===== src/rtl/ploader_frame.sv =====
// Framed program loader: parses MAGIC/base/length header from the UART byte stream,
// packs payload bytes into strobed memory words, verifies the checksum and releases DONE.
module ploader_frame #(
    parameter int         DATA_W      = 32,
    parameter int         MAX_SIZE    = 512 * 1024,
    parameter int         TIMEOUT_CYC = 2 ** 24,
    parameter int         DONE_DELAY  = 128,
    parameter logic [7:0] MAGIC       = 8'hA5
) (
    input  logic                CLK,
    input  logic                RST_X,
    input  logic [7:0]          RX_DATA,
    input  logic                RX_VALID,
    output logic [31:0]         ADDR,
    output logic [DATA_W-1:0]   WDATA,
    output logic [DATA_W/8-1:0] WSTRB,
    output logic                WE,
    output logic                BUSY,
    output logic                DONE,
    output logic                ERR,
    output logic [1:0]          ERR_CODE
);
    localparam int BPW = DATA_W / 8;
    localparam int LB  = $clog2(BPW);

    typedef enum logic [2:0] {
        S_IDLE, S_ADDR, S_LEN, S_DATA, S_CSUM, S_DRAIN, S_DONE, S_ERR
    } state_t;

    state_t            state_q, state_d;
    logic [31:0]       cnt_q, cnt_d;
    logic [31:0]       base_q, base_d;
    logic [31:0]       len_q, len_d;
    logic [31:0]       waddr_q, waddr_d;
    logic [31:0]       idle_q, idle_d;
    logic [7:0]        sum_q, sum_d;
    logic [DATA_W-1:0] buf_q, buf_d;
    logic [BPW-1:0]    strb_q, strb_d;
    logic [31:0]       addr_q, addr_d;
    logic [DATA_W-1:0] wdata_q, wdata_d;
    logic [BPW-1:0]    wstrb_q, wstrb_d;
    logic              we_q, we_d;
    logic              busy_q, busy_d;
    logic              done_q, done_d;
    logic              err_q, err_d;
    logic [1:0]        err_code_q, err_code_d;
    logic              last_byte;

    always_comb begin
        state_d    = state_q;
        cnt_d      = cnt_q;
        base_d     = base_q;
        len_d      = len_q;
        waddr_d    = waddr_q;
        idle_d     = '0;
        sum_d      = sum_q;
        buf_d      = buf_q;
        strb_d     = strb_q;
        addr_d     = addr_q;
        wdata_d    = wdata_q;
        wstrb_d    = wstrb_q;
        we_d       = 1'b0;
        err_code_d = err_code_q;
        last_byte  = (cnt_q == len_q - 32'd1);

        case (state_q)
            S_IDLE: begin
                if (RX_VALID && RX_DATA == MAGIC) begin
                    state_d = S_ADDR;
                    cnt_d   = '0;
                    sum_d   = '0;
                    buf_d   = '0;
                    strb_d  = '0;
                end
            end
            S_ADDR: begin
                if (RX_VALID) begin
                    base_d = {RX_DATA, base_q[31:8]};
                    cnt_d  = cnt_q + 32'd1;
                    if (cnt_q == 32'd3) begin
                        state_d = S_LEN;
                        cnt_d   = '0;
                    end
                end
            end
            S_LEN: begin
                if (RX_VALID) begin
                    len_d = {RX_DATA, len_q[31:8]};
                    cnt_d = cnt_q + 32'd1;
                    if (cnt_q == 32'd3) begin
                        cnt_d   = '0;
                        waddr_d = base_q;
                        if (base_q[LB-1:0] != '0 || len_d > 32'(MAX_SIZE)) begin
                            state_d    = S_ERR;
                            err_code_d = 2'd1;
                        end else if (len_d == '0) begin
                            state_d = S_CSUM;
                        end else begin
                            state_d = S_DATA;
                        end
                    end
                end
            end
            S_DATA: begin
                if (RX_VALID) begin
                    sum_d   = sum_q + RX_DATA;
                    cnt_d   = cnt_q + 32'd1;
                    waddr_d = waddr_q + 32'd1;
                    for (int i = 0; i < BPW; i++) begin
                        if (waddr_q[LB-1:0] == i[LB-1:0]) begin
                            buf_d[i*8 +: 8] = RX_DATA;
                            strb_d[i]       = 1'b1;
                        end
                    end
                    // A word leaves when its top lane fills or the payload ends mid-word.
                    if ((&waddr_q[LB-1:0]) || last_byte) begin
                        addr_d  = {waddr_q[31:LB], {LB{1'b0}}};
                        wdata_d = buf_d;
                        wstrb_d = strb_d;
                        we_d    = 1'b1;
                        buf_d   = '0;
                        strb_d  = '0;
                    end
                    if (last_byte) state_d = S_CSUM;
                end
            end
            S_CSUM: begin
                if (RX_VALID) begin
                    cnt_d = '0;
                    if (RX_DATA == sum_q) begin
                        state_d = (DONE_DELAY == 0) ? S_DONE : S_DRAIN;
                    end else begin
                        state_d    = S_ERR;
                        err_code_d = 2'd3;
                    end
                end
            end
            S_DRAIN: begin
                cnt_d = cnt_q + 32'd1;
                if (cnt_q == 32'(DONE_DELAY - 1)) state_d = S_DONE;
            end
            default: ;
        endcase

        // Inter-byte watchdog; any buffered partial word is simply abandoned.
        if (state_q inside {S_ADDR, S_LEN, S_DATA, S_CSUM} && !RX_VALID) begin
            idle_d = idle_q + 32'd1;
            if (idle_d == 32'(TIMEOUT_CYC)) begin
                state_d    = S_ERR;
                err_code_d = 2'd2;
            end
        end

        busy_d = state_d inside {S_ADDR, S_LEN, S_DATA, S_CSUM, S_DRAIN};
        done_d = done_q | (state_d == S_DONE);
        err_d  = err_q | (state_d == S_ERR);
    end

    always_ff @(posedge CLK) begin
        if (!RST_X) begin
            state_q    <= S_IDLE;
            cnt_q      <= '0;
            base_q     <= '0;
            len_q      <= '0;
            waddr_q    <= '0;
            idle_q     <= '0;
            sum_q      <= '0;
            buf_q      <= '0;
            strb_q     <= '0;
            addr_q     <= '0;
            wdata_q    <= '0;
            wstrb_q    <= '0;
            we_q       <= 1'b0;
            busy_q     <= 1'b0;
            done_q     <= 1'b0;
            err_q      <= 1'b0;
            err_code_q <= '0;
        end else begin
            state_q    <= state_d;
            cnt_q      <= cnt_d;
            base_q     <= base_d;
            len_q      <= len_d;
            waddr_q    <= waddr_d;
            idle_q     <= idle_d;
            sum_q      <= sum_d;
            buf_q      <= buf_d;
            strb_q     <= strb_d;
            addr_q     <= addr_d;
            wdata_q    <= wdata_d;
            wstrb_q    <= wstrb_d;
            we_q       <= we_d;
            busy_q     <= busy_d;
            done_q     <= done_d;
            err_q      <= err_d;
            err_code_q <= err_code_d;
        end
    end

    assign ADDR     = addr_q;
    assign WDATA    = wdata_q;
    assign WSTRB    = wstrb_q;
    assign WE       = we_q;
    assign BUSY     = busy_q;
    assign DONE     = done_q;
    assign ERR      = err_q;
    assign ERR_CODE = err_code_q;
endmodule

===== config.mk =====
export PLATFORM = sky130hd
export DESIGN_NAME = ploader_frame
export DESIGN_NICKNAME = d
export VERILOG_FILES = /design/src/rtl/ploader_frame.sv
export SDC_FILE = /design/constraint.sdc
export NUM_CORES = 1
export LEC_CHECK = 0
export CORE_ASPECT_RATIO = 1.2
export CORE_MARGIN = 2
export CORE_UTILIZATION = 60
export DETAILED_ROUTE_END_ITERATION = 8
export GPL_ROUTABILITY_DRIVEN = 0
export PLACE_DENSITY_LB_ADDON = 0.05
export REMOVE_ABC_BUFFERS = 1
export SYNTH_ARGS = -nofsm -noshare
export SYNTH_HDL_FRONTEND = slang
export SYNTH_SLANG_ARGS = --single-unit

===== constraint.sdc =====
create_clock -name CLK -period 4.2 [get_ports CLK]
set_input_delay 0.84 -clock CLK [delete_from_list [all_inputs] [get_ports CLK]]
set_output_delay 0.84 -clock CLK [all_outputs]
set_load 0.005 [all_outputs]

Word level (Yosys, flattened, before mapping). Index checks and enable logic that the tools add are counted.

Bits in registers: 279. Bits of input ports: 11. Output and inout bits: 74. Word-level logic and storage cells: 128.

$add $sub $neg: 5. Magnitude comparators: 1. Equality and inequality tests: 27. Multiplexer cells: 52. Bitwise gates (word level): 2. Reduce and logical (&&, ||, !) cells: 24.

Operator list (count): $mux W32 (10); $pmux W32 S5 (1); $pmux W32 S2 (2); $add A32 B1 Y32 const B (3); $mux W8 (6); $mux W3 (13); $eq A32 B2 Y1 const B (1); $eq A32 B25 Y1 const B (1); $eq A32 B32 Y1 (1); $eq A32 B7 Y1 const B (1); $gt A32 B20 Y1 const B (1); $logic_not A32 Y1 (1); $sub A32 B1 Y32 const B (1); $eq A3 B3 Y1 const B (6); $pmux W3 S6 (1); $mux W2 (8); $pmux W8 S2 (1); $eq A3 B2 Y1 const B (4); $mux W4 (3); $ne A2 B2 Y1 const B (5); $reduce_bool A5 Y1 (2); $reduce_and A3 Y1 (3); $add A8 B8 Y8 (1); $eq A8 B8 Y1 (1); other kinds (20) (34).

Logic depth before layout (Yosys ltp). Gate-level depths: netlist of the first run.

Word-level depth: 10. Mapped depth: 15. Gate-level depth less buffers: 11.

Worst setup path before layout of the first run. Ideal clock, no wire load.

Path type: register -> register. Start: reg len_q[0]. End: reg strb_q[2]. Library setup time: 0.117 ns. Arrival time: 3.400 ns. Required time: 4.083 ns. Path slack: 0.683 ns. Cell stages (with the launch flop): 16. Path buffers: 4. Period minus slack after synthesis: 3.517 ns. Cells stage by stage: dfxtp_1 > clkbuf_1 > inv_1 > ha_1 > buf_2 > or4b_1 > a222oi_1 > nand3_1 > or4_1 > nor4b_2 > nand4_1 > o211a_1 > buf_6 > o21a_1 > buf_6 > a32o_1.

Word-level cells in the longest chain between the ends: 6.

Ends and longest elaborated chain: start: declaration (RTL line 33) `logic [31:0] len_q, len_d;`; start signal: assignment (RTL line 182) `len_q <= len_d;`; $sub A32 B1 Y32 (RTL line 64) `last_byte = (cnt_q == len_q - 32'd1);`; $eq A32 B32 Y1 (RTL line 64); $logic_or A1 B1 Y1 (RTL line 116) `if ((&waddr_q[LB-1:0]) || last_byte) begin`; $mux W4 (RTL line 116); $mux W4 (RTL line 105) `if (RX_VALID) begin`; $pmux W4 S2 (RTL line 66) `case (state_q)`; end signal: assignment (RTL line 187) `strb_q <= strb_d;`; end: declaration (RTL line 38) `logic [BPW-1:0] strb_q, strb_d;`.

Every way passes these cells. The select of a mux whose other input is x is not followed. A chain may end at the register's enable or synchronous reset.

Worst setup path after layout of the first run.
Start: reg len_q[0]. End: reg strb_q[0].

Same word-level chain as after synthesis.

==> results of run 1 <==
[critical path, stage by stage, from the launching register on]
cell and delay (ns):
dfxtp_1 0.39, inv_1 0.09, ha_1 0.33, or4b_1 0.47
a222oi_1 0.30, nand3_1 0.17, or4_1 0.59, nor4b_2 0.27
nand4_1 0.22, o211a_1 0.29, o21a_1 0.31, a32o_1 0.26
[flip-flops by register name, indices dropped and copies added (netlist names)]
| signal | cells |
|---|---|
| buf_q | 32 |
| base_q | 32 |
| WE | 1 |
| state_q | 3 |
| ADDR | 30 |
| ERR | 1 |
| WDATA | 32 |
| strb_q | 4 |
| cnt_q | 32 |
| WSTRB | 4 |
| DONE | 1 |
| BUSY | 1 |
| ERR_CODE | 2 |
| idle_q | 32 |
| len_q | 32 |
| sum_q | 8 |
| waddr_q | 32 |
[synth_stat cells, types with 11 or more instances]
cell | instances | area share, %
xor2_1 | 55 | 3.3
o21ai_0 | 50 | 1.7
a21boi_0 | 90 | 4.7
buf_2 | 11 | 0.38
a21oi_1 | 66 | 2.3
a32oi_1 | 25 | 1.5
nor2b_1 | 38 | 1.6
and3_1 | 22 | 0.95
o221a_2 | 11 | 0.85
ha_1 | 14 | 1.2
nor4_1 | 31 | 1.3
a31oi_1 | 18 | 0.78
and2_1 | 29 | 1.3
mux2i_1 | 45 | 3.1
o21a_1 | 12 | 0.62
o211a_1 | 35 | 2.4
nand4_1 | 35 | 1.5
dfxtp_1 | 279 | 39
nand3_1 | 117 | 4.0
inv_1 | 21 | 0.54
nor2_1 | 155 | 4.0
clkbuf_1 | 128 | 3.3
nand2_1 | 251 | 6.5
xnor2_1 | 43 | 2.6
a22oi_1 | 14 | 0.73
and4_1 | 14 | 0.85
nor3_1 | 41 | 1.4
[cell families after synthesis]
kind of cell,after synthesis
muxes,48
adders and majority gates,15
buffers and inverters,171
other,1
xor gates and xnor gates,99
and+or+nand+nor,786
DFF,279
AOI/OAI and AO/OA,390
[per-layer routing]
metal / track usage [%] / up-vias
met3: 3.41 / 90
met2: 47.1 / 392
li1: - / 6374
met1: 37.2 / 6212
met5: 0 / -
met4: 10.1 / 0
[worst min-delay path by stage]
stage | start | endpoint | slack [ns] | depth (start not counted)
after floorplan | strb_q[3] | strb_q[3] | 0.42 | 1
after global placement | ADDR[3] | ADDR[3] | 0.44 | 2
after detailed placement | buf_q[29] | buf_q[29] | 0.44 | 1
after CTS | ADDR[25] | ADDR[25] | 0.46 | 2
after global routing | ADDR[25] | ADDR[25] | 0.46 | 2
final | ADDR[13] | ADDR[13] | 0.46 | 2
[final cells by class]
class	count	area (um^2)	share of cell area [%]
clock inverters	11	138	0.836
flip-flops and latches	279	5590	33.9
inverters	22	82.6	0.501
multi-input cells	1340	8250	50.1
well taps	320	400	2.43
repair buffers	120	1140	6.95
clock buffers	43	868	5.27
[metrics by stage]
stage	power [mW]	cell area (um^2)	TNS [ns]
after floorplan	2.74	13900	-193.73
final	5.44	16500	0
after detailed placement	2.82	15500	0
after CTS	5.48	16500	0
after global routing	5.61	16500	0
after global placement	2.82	15500	0
[power groups by stage]
stage | registers [mW] | clock network (mW) | logic [mW]
2_1_floorplan | 2.70 | 0 | 0.0326
3_3_place_gp | 2.71 | 0 | 0.113
3_5_place_dp | 2.71 | 0 | 0.113
4_1_cts | 2.65 | 2.72 | 0.114
5_1_grt | 2.64 | 2.84 | 0.122
6_report | 2.65 | 2.68 | 0.114
[timing repair]
item / in CTS / in global routing
setup endpoints to repair: 0 / 60
buffers inserted: 0 / 0
resized for setup: 0 / 1
==> metrics.txt, run 1 <==
# TYPE chip_impl_metric gauge
chip_impl_metric{name="detail_route_antenna_nets",unit=""} 0
chip_impl_info{name="crit_path_end",value="strb_q[0]"} 1
chip_impl_info{name="synth_ff_type",value="dfxtp_1"} 1
chip_impl_metric{name="clk_path_buf_depth",unit=""} 3
chip_impl_metric{name="final_net_count",unit=""} 1818
chip_impl_info{name="timing.rr.start",value="len_q[0]"} 1
chip_impl_metric{name="detail_route.first_pass.iterations",unit=""} 5
chip_impl_metric{name="placed_cells",unit=""} 2081
chip_impl_info{name="mostFrequentLayoutCell",value="dfxtp_1"} 1
chip_impl_metric{name="critPathRequiredTime",unit="ns"} 4.65
chip_impl_metric{name="netlist_instances",unit=""} 1789
chip_impl_metric{name="track_usage",unit="%"} 28.1
chip_impl_info{name="rsz_0062_raised_after_global_routing",value="false"} 1
chip_impl_metric{name="synthesis.yosys.warnings",unit=""} 0
chip_impl_metric{name="coreArea",unit="um^2"} 23800
chip_impl_metric{name="finalWirelength",unit="um"} 36400
chip_impl_info{name="worstSetupPathType",value="register to register"} 1
chip_impl_metric{name="routed_wire_length_per_instance",unit="um"} 17.0
chip_impl_metric{name="post-route-worst-setup-slack",unit="ns"} 0.407
chip_impl_metric{name="chipWidth",unit="um"} 146
chip_impl_metric{name="placementRows",unit=""} 62
chip_impl_metric{name="clk_pin_slew_worst_paths",unit="ns"} 0.06
chip_impl_info{name="routed.top_layer",value="met4"} 1
chip_impl_metric{name="finalNonFillerCells",unit=""} 2135
chip_impl_metric{name="port_buffers",unit=""} 82
chip_impl_metric{name="nFillCells",unit=""} 1987
chip_impl_metric{name="first_global_vias",unit=""} 12200
chip_impl_metric{name="met2_routed_length",unit="um"} 17000
chip_impl_metric{name="synthesis.area_per_instance",unit="um^2"} 8.10
chip_impl_info{name="capturing_point_of_the_worst_reg2reg_path",value="strb_q[0]"} 1
chip_impl_metric{name="clock_skew",unit="ns"} 0.0166
chip_impl_metric{name="detail_route.drc_violations",unit=""} 0
chip_impl_info{name="largest_family_of_logic_cells_by_synthesized_area",value="simple AND/OR/NAND/NOR gates"} 1
chip_impl_metric{name="num_vias",unit=""} 13100
chip_impl_metric{name="num_antenna_cells",unit=""} 0
chip_impl_metric{name="p_switching",unit="mW"} 1.15
chip_impl_metric{name="crit_arrival",unit="ns"} 4.25
chip_impl_metric{name="tritoncts.num_buffers",unit=""} 29
chip_impl_metric{name="post_dr_vias_cell",unit=""} 6.12
chip_impl_metric{name="synth_cell_types",unit=""} 70
chip_impl_metric{name="met3WireLength",unit="um"} 1960
chip_impl_metric{name="max_transition_margin",unit="%"} 29.2
chip_impl_info{name="endpoint_class_of_the_critical_path",value="register"} 1
chip_impl_info{name="timing.critical_path.from_type",value="register"} 1
chip_impl_metric{name="worst_pin_slew",unit="ns"} 1.06
chip_impl_metric{name="hpwl",unit="um"} 24300
chip_impl_metric{name="detailedRoute.firstIterationViolations",unit=""} 1020
chip_impl_metric{name="maxSlewViolCount",unit=""} 0
chip_impl_metric{name="cts.htree.levels",unit=""} 1
chip_impl_metric{name="power.static_leakage",unit="nW"} 6.06
chip_impl_metric{name="pin_count",unit=""} 85
chip_impl_metric{name="seq_power_share",unit="%"} 48.6
chip_impl_info{name="run_status",value="finished, final reports clean"} 1
chip_impl_metric{name="rrSetupSlack",unit="ns"} 0.41
chip_impl_metric{name="detail_route.wirelength.met1",unit="um"} 16100
chip_impl_metric{name="power.density",unit="nW/um^2"} 331
chip_impl_metric{name="post_synth_arst_share",unit="%"} 0
chip_impl_metric{name="hold_slack",unit="ns"} 0.457
chip_impl_metric{name="synth_adder_area_share",unit="%"} 1.35
chip_impl_info{name="layout.cells.most_common_list",value="dfxtp_1 (279), nand2_1 (250), nor2_1 (154), nand3_1 (117), a21boi_0 (90)"} 1
chip_impl_metric{name="cts.hold.buffers_added",unit=""} 0
chip_impl_metric{name="worst_r2r_path_depth",unit=""} 11
chip_impl_metric{name="crit_fanout",unit=""} 12
chip_impl_metric{name="die_h",unit="um"} 174
chip_impl_metric{name="setup-violations-final",unit=""} 0
chip_impl_metric{name="post_synth_mux_area_share",unit="%"} 3.34
chip_impl_info{name="critical_path.startpoint",value="len_q[0]"} 1
chip_impl_metric{name="antenna_found_initial",unit=""} 0
chip_impl_metric{name="drv.max_cap_violation_count",unit=""} 0
chip_impl_metric{name="final-hold-violation-count",unit=""} 0
chip_impl_info{name="cts_tree",value="done"} 1
chip_impl_metric{name="worstSkewPairLatency",unit="ns"} 0.56
chip_impl_metric{name="cell_internal_pwr",unit="mW"} 4.30
chip_impl_metric{name="synth_sequential_area_ratio",unit="%"} 38.5
chip_impl_metric{name="irDropWorstVdd",unit="V"} 0.000296
chip_impl_info{name="worst_hold_path_type",value="register to register"} 1
chip_impl_metric{name="sw_frac_of_total",unit="%"} 21.1
chip_impl_metric{name="pin_count_of_the_biggest_net_entering_global_routing",unit=""} 109
chip_impl_metric{name="synth_compound_gate_area_share",unit="%"} 19.5
chip_impl_metric{name="period_minus_slack",unit="ns"} 3.79
chip_impl_metric{name="mappedNetlistArea",unit="um^2"} 14500
chip_impl_metric{name="clock_power_share",unit="%"} 49.3
chip_impl_metric{name="min_period_over_period",unit="%"} 90.3
chip_impl_metric{name="yosys.area_share.simple",unit="%"} 26.4
chip_impl_metric{name="ys_seq_elements",unit=""} 279
chip_impl_metric{name="global_route.overflow_total",unit=""} 0
chip_impl_metric{name="initial_utilization",unit="%"} 60.8
chip_impl_metric{name="max_freq",unit="MHz"} 264
chip_impl_metric{name="dieArea",unit="um^2"} 25400
chip_impl_metric{name="combinationalPowerShare",unit="%"} 2.1
chip_impl_metric{name="layout-area-overhead-vs-synth",unit="%"} 13.7
chip_impl_metric{name="fraction_of_final_layout_cells_with_drive_strength_greater_than_1",unit="%"} 6.45
chip_impl_metric{name="synth_enable_flop_cells",unit=""} 0
chip_impl_metric{name="pre_cts_setup_slack",unit="ns"} 0.265
chip_impl_metric{name="final_core_util",unit="%"} 69.2
chip_impl_metric{name="synth_xor_area_share",unit="%"} 6.08
chip_impl_metric{name="cts_num_sinks",unit=""} 279
chip_impl_info{name="cts.root.buffer_cell",value="clkbuf_16"} 1
chip_impl_metric{name="grt_pass1_wl",unit="um"} 60600
(Power assumes the default switching activity.)
==> inputs of run 2 (changes only) <==
Settings changed: CORE_MARGIN 2 to 3.
==> metrics.txt, run 2 (synthesis results as in run 1) <==
# TYPE chip_impl_metric gauge
chip_impl_metric{name="routed_wire_length_per_instance",unit="um"} 17.3
chip_impl_metric{name="hpwl",unit="um"} 24700
chip_impl_metric{name="first_global_vias",unit=""} 12400
chip_impl_metric{name="pre_cts_setup_slack",unit="ns"} 0.289
chip_impl_metric{name="grt_pass1_wl",unit="um"} 61500
chip_impl_metric{name="placementRows",unit=""} 61
chip_impl_metric{name="worst-path-buf-inv",unit=""} 1
chip_impl_metric{name="die_h",unit="um"} 176
chip_impl_metric{name="final_core_util",unit="%"} 70.3
chip_impl_metric{name="drv.max_cap_violation_count",unit=""} 0
chip_impl_metric{name="slowest_delay",unit="ns"} 0.75
chip_impl_metric{name="detail_route.first_pass.iterations",unit=""} 7
chip_impl_metric{name="detailedRoute.firstIterationViolations",unit=""} 946
chip_impl_metric{name="cts.htree.levels",unit=""} 1
chip_impl_metric{name="finalNonFillerCells",unit=""} 2140
chip_impl_metric{name="crit_fanout",unit=""} 28
chip_impl_metric{name="port_buffers",unit=""} 82
chip_impl_metric{name="worst_r2r_path_depth",unit=""} 10
chip_impl_metric{name="worst_pin_slew",unit="ns"} 1.05
chip_impl_metric{name="crit_cells",unit=""} 10
chip_impl_metric{name="finalWirelength",unit="um"} 37100
chip_impl_info{name="worstSetupPathType",value="register to register"} 1
chip_impl_metric{name="detail_route.drc_violations",unit=""} 0
chip_impl_info{name="worst_path_dominant_cell_family",value="simple AND/OR/NAND/NOR gates"} 1
chip_impl_info{name="timing.critical_path.from_type",value="register"} 1
chip_impl_metric{name="layout-area-overhead-vs-synth",unit="%"} 13.7
chip_impl_metric{name="tritoncts.num_buffers",unit=""} 29
chip_impl_metric{name="post_cts.repair.setup_buffers",unit=""} 0
chip_impl_info{name="run_status",value="finished, final reports clean"} 1
chip_impl_metric{name="antenna_found_initial",unit=""} 0
chip_impl_metric{name="cts_num_sinks",unit=""} 279
chip_impl_metric{name="global_route.overflow_total",unit=""} 0
chip_impl_info{name="cts_tree",value="done"} 1
chip_impl_metric{name="track_usage",unit="%"} 27.8
chip_impl_metric{name="chipWidth",unit="um"} 148
chip_impl_metric{name="post_dr_vias_cell",unit=""} 6.11
chip_impl_metric{name="hold-path-cell-count",unit=""} 2
chip_impl_metric{name="hold_slack",unit="ns"} 0.454
chip_impl_metric{name="critPathRequiredTime",unit="ns"} 4.66
chip_impl_info{name="layout.cells.most_common_list",value="dfxtp_1 (279), nand2_1 (250), nor2_1 (154), nand3_1 (117), a21boi_0 (90)"} 1
chip_impl_metric{name="post-route-worst-setup-slack",unit="ns"} 0.282
chip_impl_info{name="rsz_0062_raised_after_global_routing",value="false"} 1
chip_impl_metric{name="clock_skew",unit="ns"} 0.0168
chip_impl_metric{name="placed_cells",unit=""} 2088
chip_impl_metric{name="setup-violations-final",unit=""} 0
chip_impl_metric{name="coreArea",unit="um^2"} 23400
chip_impl_metric{name="irDropWorstVdd",unit="V"} 0.000376
chip_impl_info{name="mostFrequentLayoutCell",value="dfxtp_1"} 1
chip_impl_metric{name="timing.setup.tns",unit="ns"} 0
chip_impl_metric{name="sequential_cell_area",unit="um^2"} 5590
chip_impl_metric{name="power.density",unit="nW/um^2"} 321
chip_impl_metric{name="final-hold-violation-count",unit=""} 0
chip_impl_info{name="endpoint_class_of_the_critical_path",value="register"} 1
chip_impl_metric{name="maxSlewViolCount",unit=""} 0
chip_impl_metric{name="min_period_over_period",unit="%"} 93.3
chip_impl_metric{name="max_freq",unit="MHz"} 255
chip_impl_metric{name="fraction_of_final_layout_cells_with_drive_strength_greater_than_1",unit="%"} 6.90
chip_impl_metric{name="pin_count",unit=""} 85
chip_impl_metric{name="cts.hold.buffers_added",unit=""} 0
chip_impl_metric{name="dieArea",unit="um^2"} 26100
chip_impl_metric{name="num_vias",unit=""} 13100
chip_impl_metric{name="clk_pin_slew_worst_paths",unit="ns"} 0.06
chip_impl_metric{name="detail_route_antenna_nets",unit=""} 0
chip_impl_info{name="worst_hold_path_type",value="register to register"} 1
chip_impl_metric{name="period_minus_slack",unit="ns"} 3.92
chip_impl_metric{name="power.static_leakage",unit="nW"} 6.07
chip_impl_metric{name="final_net_count",unit=""} 1830
chip_impl_metric{name="initial_utilization",unit="%"} 61.8
chip_impl_info{name="cp_cell_sequence",value="nor3_1 > nand2_1 > xor2_1 > a2111oi_0 > nand3_1 > nor4_1 > nand4_1 > a21oi_4 > buf_12 > mux2i_1"} 1
chip_impl_metric{name="crit_arrival",unit="ns"} 4.38
chip_impl_info{name="cts.root.buffer_cell",value="clkbuf_16"} 1
chip_impl_metric{name="clk_path_buf_depth",unit=""} 3
chip_impl_metric{name="multi_input_area",unit="um^2"} 8240
chip_impl_metric{name="worstSkewPairLatency",unit="ns"} 0.55
chip_impl_metric{name="cts_repair_resize_count",unit=""} 0
chip_impl_metric{name="pin_count_of_the_biggest_net_entering_global_routing",unit=""} 152
chip_impl_metric{name="max_transition_margin",unit="%"} 29.5
chip_impl_metric{name="num_antenna_cells",unit=""} 0
chip_impl_info{name="critical-path-slowest-cell",value="nor3_1"} 1
chip_impl_metric{name="nFillCells",unit=""} 1954
## run 2: final timing paths
| path | slack, ns | from | to |
|---|---|---|---|
| min | 0.45 | ADDR[13] | ADDR[13] |
| max | 0.28 | len_q[2] | ADDR[14] |
| min reg2reg | 0.45 | ADDR[13] | ADDR[13] |
| max reg2reg | 0.28 | len_q[2] | ADDR[14] |
## run 2: final cells by class
cell class / count / share of cell area, %
tap: 315 / 2.39
clock buffer: 44 / 5.29
timing repair buffer: 132 / 7.42
clock inverter: 8 / 0.471
sequential: 279 / 33.9
inverter: 22 / 0.501
multi-input combinational: 1340 / 50.0
## run 2: stage by stage
stage                     cell area, um^2  power (mW)
final                               16500        5.29
after CTS                           16500        5.34
after floorplan                     13900        2.74
after global routing                16500        5.44
after detailed placement            15500        2.82
after global placement              15500        2.82
## run 2: power by group
part	switching (mW)	internal, mW
Clock	1.05	1.49
Sequential	0.000224	2.65
Combinational	0.0755	0.0394
## run 2: tightest hold or removal path: cells and delay by family (launching register included)
family	cells	cell delay [ns]
mux	1	0.05
simple gates	1	0.05
flops	1	0.31
## run 2: metal layers
layer	vias to the layer above	share of wire (%)	track usage (%)
li1	6398	-	-
met1	6198	44	37.0
met2	404	48	47.5
met3	81	4.8	2.88
met4	0	3.0	9.32
met5	-	0	0
